File: config.mk
export PLATFORM = sky130hd
export DESIGN_NAME = csr_access_unit
export DESIGN_NICKNAME = d
export VERILOG_FILES = /design/src/rtl/csr_pkg.sv /design/src/rtl/csr_rmw_alu.sv /design/src/rtl/csr_access_unit.sv
export SDC_FILE = /design/constraint.sdc
export NUM_CORES = 1
export LEC_CHECK = 0
export BUFFER_PORTS_ARGS = -buffer_cell sky130_fd_sc_hd__buf_2
export CAP_MARGIN = 20
export CORE_MARGIN = 2
export CORE_UTILIZATION = 54
export DETAILED_ROUTE_END_ITERATION = 8
export PLACE_DENSITY_LB_ADDON = 0.08
export SYNTH_ARGS = -nofsm -noshare
export SYNTH_HDL_FRONTEND = slang
export SYNTH_SLANG_ARGS = --single-unit
File: constraint.sdc
create_clock -name clk -period 2.3 [get_ports clk]
set_input_delay 0.23 -clock clk [delete_from_list [all_inputs] [get_ports clk]]
set_output_delay 0.23 -clock clk [all_outputs]
set_load 0.01 [all_outputs]
File: src/rtl/csr_pkg.sv
// Shared Zicsr definitions: funct3 encodings, well-known CSR addresses and the
// state encoding of the CSR access sequencer.
package csr_pkg;

    localparam logic [2:0] CSRRW  = 3'b001;
    localparam logic [2:0] CSRRS  = 3'b010;
    localparam logic [2:0] CSRRC  = 3'b011;
    localparam logic [2:0] CSRRWI = 3'b101;
    localparam logic [2:0] CSRRSI = 3'b110;
    localparam logic [2:0] CSRRCI = 3'b111;

    localparam logic [1:0] OP_RW = 2'b01;
    localparam logic [1:0] OP_RS = 2'b10;
    localparam logic [1:0] OP_RC = 2'b11;

    localparam logic [11:0] MSTATUS = 12'h300;
    localparam logic [11:0] MEPC    = 12'h341;
    localparam logic [11:0] CYCLE   = 12'hC00;

    typedef enum logic [1:0] {
        IDLE = 2'd0,
        RD   = 2'd1,
        WR   = 2'd2,
        DONE = 2'd3
    } csr_state_t;

    // The top quarter of the CSR address space is read-only.
    function automatic logic csr_is_read_only(input logic [11:0] addr);
        return addr[11:10] == 2'b11;
    endfunction

endpackage

File: src/rtl/csr_rmw_alu.sv
// Combinational read-modify-write datapath for CSRRW/CSRRS/CSRRC and their
// immediate forms; the caller resolves the source operand.
module csr_rmw_alu
    import csr_pkg::*;
(
    input  logic [1:0]  op,
    input  logic [31:0] old_val,
    input  logic [31:0] src,
    output logic [31:0] new_val
);

    always_comb begin
        new_val = old_val;
        case (op)
            OP_RW:   new_val = src;
            OP_RS:   new_val = old_val | src;
            OP_RC:   new_val = old_val & ~src;
            default: new_val = old_val;
        endcase
    end

endmodule

File: src/rtl/csr_access_unit.sv
// Sequences one Zicsr instruction into read / write strobes on the csr port,
// returns the old CSR value for rd and flags illegal accesses.
module csr_access_unit
    import csr_pkg::*;
#(
    parameter int READ_LATENCY = 0
) (
    input  logic        clk,
    input  logic        rst,
    input  logic        start,
    input  logic [2:0]  funct3,
    input  logic [11:0] addr_in,
    input  logic [4:0]  rs1_idx,
    input  logic [4:0]  rd_idx,
    input  logic [31:0] rs1_data,
    output logic        csr_read,
    output logic        csr_write,
    output logic [11:0] csr_addr,
    output logic [31:0] csr_write_data,
    input  logic [31:0] csr_read_data,
    output logic        busy,
    output logic        done,
    output logic [31:0] rd_data,
    output logic        illegal
);

    localparam logic [1:0] LAST_RD = 2'(READ_LATENCY);

    csr_state_t  state_reg, state_next;
    logic [1:0]  cnt_reg, cnt_next;
    logic [1:0]  op_reg, op_next;
    logic [11:0] addr_reg, addr_next;
    logic [31:0] src_reg, src_next;
    logic        do_write_reg, do_write_next;
    logic [31:0] old_reg, old_next;

    logic        csr_read_reg, csr_read_next;
    logic        csr_write_reg, csr_write_next;
    logic [11:0] csr_addr_reg, csr_addr_next;
    logic [31:0] csr_write_data_reg, csr_write_data_next;
    logic        busy_reg, busy_next;
    logic        done_reg, done_next;
    logic [31:0] rd_data_reg, rd_data_next;
    logic        illegal_reg, illegal_next;

    // Decode of the instruction presented on the inputs, used only at accept.
    logic [1:0]  in_op;
    logic [31:0] in_src;
    logic        in_do_read;
    logic        in_do_write;
    logic        in_illegal;

    assign in_op       = funct3[1:0];
    assign in_src      = funct3[2] ? {27'b0, rs1_idx} : rs1_data;
    assign in_do_read  = !((in_op == OP_RW) && (rd_idx == 5'd0));
    assign in_do_write = (in_op == OP_RW) || (rs1_idx != 5'd0);
    assign in_illegal  = (in_op == 2'b00) || (in_do_write && csr_is_read_only(addr_in));

    // One ALU serves both the write-only path (from IDLE, old value = 0) and
    // the read-modify-write path (from the last RD cycle, old = read data).
    logic [1:0]  alu_op;
    logic [31:0] alu_old;
    logic [31:0] alu_src;
    logic [31:0] alu_new;

    assign alu_op  = (state_reg == IDLE) ? in_op  : op_reg;
    assign alu_old = (state_reg == IDLE) ? 32'd0  : csr_read_data;
    assign alu_src = (state_reg == IDLE) ? in_src : src_reg;

    csr_rmw_alu u_alu (
        .op      (alu_op),
        .old_val (alu_old),
        .src     (alu_src),
        .new_val (alu_new)
    );

    always_comb begin
        state_next          = state_reg;
        cnt_next            = cnt_reg;
        op_next             = op_reg;
        addr_next           = addr_reg;
        src_next            = src_reg;
        do_write_next       = do_write_reg;
        old_next            = old_reg;
        csr_read_next       = 1'b0;
        csr_write_next      = 1'b0;
        csr_addr_next       = 12'd0;
        csr_write_data_next = 32'd0;
        done_next           = 1'b0;
        illegal_next        = 1'b0;
        rd_data_next        = rd_data_reg;

        case (state_reg)
            IDLE: begin
                if (start) begin
                    op_next       = in_op;
                    addr_next     = addr_in;
                    src_next      = in_src;
                    do_write_next = in_do_write;
                    old_next      = 32'd0;
                    cnt_next      = 2'd0;
                    if (in_illegal) begin
                        state_next   = DONE;
                        done_next    = 1'b1;
                        illegal_next = 1'b1;
                        rd_data_next = 32'd0;
                    end else if (in_do_read) begin
                        state_next    = RD;
                        csr_read_next = 1'b1;
                        csr_addr_next = addr_in;
                    end else begin
                        state_next          = WR;
                        csr_write_next      = 1'b1;
                        csr_addr_next       = addr_in;
                        csr_write_data_next = alu_new;
                    end
                end
            end
            RD: begin
                if (cnt_reg == LAST_RD) begin
                    old_next = csr_read_data;
                    cnt_next = 2'd0;
                    if (do_write_reg) begin
                        state_next          = WR;
                        csr_write_next      = 1'b1;
                        csr_addr_next       = addr_reg;
                        csr_write_data_next = alu_new;
                    end else begin
                        state_next   = DONE;
                        done_next    = 1'b1;
                        rd_data_next = csr_read_data;
                    end
                end else begin
                    cnt_next      = cnt_reg + 2'd1;
                    csr_read_next = 1'b1;
                    csr_addr_next = addr_reg;
                end
            end
            WR: begin
                state_next   = DONE;
                done_next    = 1'b1;
                rd_data_next = old_reg;
            end
            DONE: begin
                state_next = IDLE;
            end
            default: begin
                state_next = IDLE;
            end
        endcase
    end

    assign busy_next = (state_next != IDLE);

    always_ff @(posedge clk) begin
        if (rst) begin
            state_reg          <= IDLE;
            cnt_reg            <= 2'd0;
            op_reg             <= 2'd0;
            addr_reg           <= 12'd0;
            src_reg            <= 32'd0;
            do_write_reg       <= 1'b0;
            old_reg            <= 32'd0;
            csr_read_reg       <= 1'b0;
            csr_write_reg      <= 1'b0;
            csr_addr_reg       <= 12'd0;
            csr_write_data_reg <= 32'd0;
            busy_reg           <= 1'b0;
            done_reg           <= 1'b0;
            rd_data_reg        <= 32'd0;
            illegal_reg        <= 1'b0;
        end else begin
            state_reg          <= state_next;
            cnt_reg            <= cnt_next;
            op_reg             <= op_next;
            addr_reg           <= addr_next;
            src_reg            <= src_next;
            do_write_reg       <= do_write_next;
            old_reg            <= old_next;
            csr_read_reg       <= csr_read_next;
            csr_write_reg      <= csr_write_next;
            csr_addr_reg       <= csr_addr_next;
            csr_write_data_reg <= csr_write_data_next;
            busy_reg           <= busy_next;
            done_reg           <= done_next;
            rd_data_reg        <= rd_data_next;
            illegal_reg        <= illegal_next;
        end
    end

    assign csr_read       = csr_read_reg;
    assign csr_write      = csr_write_reg;
    assign csr_addr       = csr_addr_reg;
    assign csr_write_data = csr_write_data_reg;
    assign busy           = busy_reg;
    assign done           = done_reg;
    assign rd_data        = rd_data_reg;
    assign illegal        = illegal_reg;

endmodule

==> reports/results.ini <==
[run_status]
status=complete, no violations

[min_path]
hold_depth=2
hp-class=input pin to register
hold_start=addr_in[1]
hold_end=csr_addr[1]$_SDFF_PP0_

[timing]
setup_viol=0
relSlewSlack_pct=30.8
setup-tns-final_ps=0
slew_viol_final=0
finalHoldViolCount=0
rsz0062_at_grt=no
period_minus_slack_ps=2170
worst_pin_slew_ps=1030
post-route-period-util_pct=94.4
finClkSkew_ps=6.25
holdWs_ps=32.4
fmax_mhz=460

[power_and_ir_drop]
p_seq_share_pct=32.5
p_per_area_nw_per_um2=1160
switchingPower_w=0.00391
p_int_w=0.00644
power_frac_clock_pct=27.5
power_w=0.0103
pwr-share-comb_pct=40.0
p_leak_nw=3.69
switching_share_pct=37.8
ir_worst_vdd_v=0.000740

[global_route]
grt_use_total_pct=28.0
grt_max_degree=100
antenna_found_initial=0
grt_overflow=0
grt_pass1_wl_mm=32.1
grt_pass1_vias=6591

[synthesis]
ys_warn_count=0
ys_ff_latch=164
yosysSeqAreaShare_pct=45.0
synth_fp_nets=946
ys.flop_type=dfxtp_1
yosys-top-cells-area=dfxtp_1, nand2_1, a21oi_1
avgSynthCellArea_sq_um=8.62
synth_edf_count=0
synth_top_area_share_pct=45.0
synth.distinct_cells=42
yosysTopAreaCell=dfxtp_1
async_flop_share_pct=0
synth_cells=847
syn-cell-area_sq_um=7300

[routing]
highest_layer=met4
met1_length_mm=8.59
antenna_left=0
dr.first_iter.drc_count=599
drtPass1Iterations=7
dr_wl_met3_mm=1.36
drt-total-wl_mm=20.3
wl_met2_mm=9.84
drc=0
via_per_inst=5.82
wl_per_cell_um=17.3
vias=6826

[setup_path]
crit_arrival_ps=2530
setup.worst_path.class=register to register
cpLargestDelayFamily=simple AND/OR/NAND/NOR gates
slowest_delay_ps=470
reg2reg_to=csr_write_data[7]$_SDFF_PP0_
end_kind=register
cp_slowest_cell=o31a_4
cp_max_fo=33
required_ps=2660
reg2reg_slack_ps=130
startpoint_type=register
reg2reg_depth=6
path_buf_inv=1
reg2reg_from=state_reg[0]$_SDFF_PP0_
worstPathCellList=inv_1 > ha_1 > nand2_1 > or3_2 > o31a_4 > nor2_1

[floorplanning]
start_util_pct=55.1
dieHeight_um=120
rows=42
dieArea_sq_um=14500
coreArea_sq_um=13200
dieWidth_um=120
io_pins=173

[cts]
cts_post_setup_buffers_inserted=0
cts_htree_levels=4
clockRootBuffer=clkbuf_16
cts_hold_buf=0
clk_pin_slew_ps=60
cts_buffers=17
cts_tree=built
clock_latency_ps=430
cts_resized=0
clock_sinks=164
cts_buffer_depth=2

[layout]
drive_above_1_share_pct=26.7
final_cell_mix=buf_2, dfxtp_1, nand2_1, a21oi_1, nor2_1
nNetsFinal=1083
regArea_sq_um=3280
final_cells=1173
area_growth_pct=21.8
mostFrequentLayoutCell=buf_2
fillers=1137
multi_input_area_sq_um=3700
n_antenna_cell=0

[placed_design]
port_buffers=172
gp_congestion=0.870
placed_cells=1140
dp_hpwl_mm=13.3

[run]
cap_violations=0

## how the worst max path moves through the flow
stage                             from                       endpoint  slack, ps  depth (start not counted)
4_1_cts        state_reg[0]$_SDFF_PP0_   csr_write_data[7]$_SDFF_PP0_        150                          6
2_1_floorplan  state_reg[0]$_SDFF_PP0_  csr_write_data[22]$_SDFF_PP0_        390                          8
6_report       state_reg[0]$_SDFF_PP0_   csr_write_data[7]$_SDFF_PP0_        130                          6
3_5_place_dp   state_reg[0]$_SDFF_PP0_   csr_write_data[7]$_SDFF_PP0_        190                          6
3_3_place_gp   state_reg[1]$_SDFF_PP0_   csr_write_data[3]$_SDFF_PP0_        300                          6
5_1_grt        state_reg[0]$_SDFF_PP0_  csr_write_data[16]$_SDFF_PP0_          2                          6
## synthesized netlist by cell type (3+ instances only)
cell,count
a211oi_1,7
a21oi_1,79
a22o_1,44
a32oi_1,34
buf_1,4
buf_2,4
buf_6,4
clkbuf_1,60
clkbuf_8,3
dfxtp_1,164
ha_1,7
inv_1,5
mux2_2,28
mux2i_1,39
nand2_1,149
nand2b_1,35
nand3_1,32
nor2_1,53
nor2b_1,30
nor3_1,4
nor3b_1,3
o21ai_0,39
## through the flow
step | setup slack [ps] | util [%] | cell area, sq um
final | 128 | 67.2 | 8890
after global routing | 1.89 | 67.2 | 8890
after CTS | 153 | 67.0 | 8870
after detailed placement | 185 | 62.5 | 8280
after global placement | 302 | 62.5 | 8280
after floorplan | 394 | - | 7300
## cells by family after synthesis
kind of cell / count (synthesis) / share of synthesized area [%]
muxes: 67 / 9.67
xor gates and xnor gates: 1 / 0.120
AOI/OAI and AO/OA: 212 / 19.2
adders and majority gates: 7 / 1.20
buffers and inverters: 81 / 5.06
DFF: 164 / 45.0
and+or+nand+nor: 315 / 19.7
## per-layer routing
layer / vias to the layer above / track usage (%)
met5: - / 0
met4: 0 / 11.8
met3: 37 / 5.24
met2: 272 / 47.7
met1: 3294 / 34.7
li1: 3223 / -
## final cells by class
class / instances / area share, %
flip-flops and latches: 164 / 36.9
well taps: 176 / 2.48
clock inverters: 7 / 1.07
repair buffers: 193 / 12.1
clock buffers: 25 / 5.57
inverters: 6 / 0.253
multi-input cells: 602 / 41.6
## power by group through the flow
stage | clock network (W) | logic, W | registers [W]
final | 0.00285 | 0.00413 | 0.00336
after global placement | 0 | 0.00391 | 0.00340
after floorplan | 0 | 0.00284 | 0.00343
after detailed placement | 0 | 0.00400 | 0.00342
after global routing | 0.00299 | 0.00446 | 0.00340
after CTS | 0.00288 | 0.00402 | 0.00336
No activity file was read; power rests on OpenSTA's default activity.
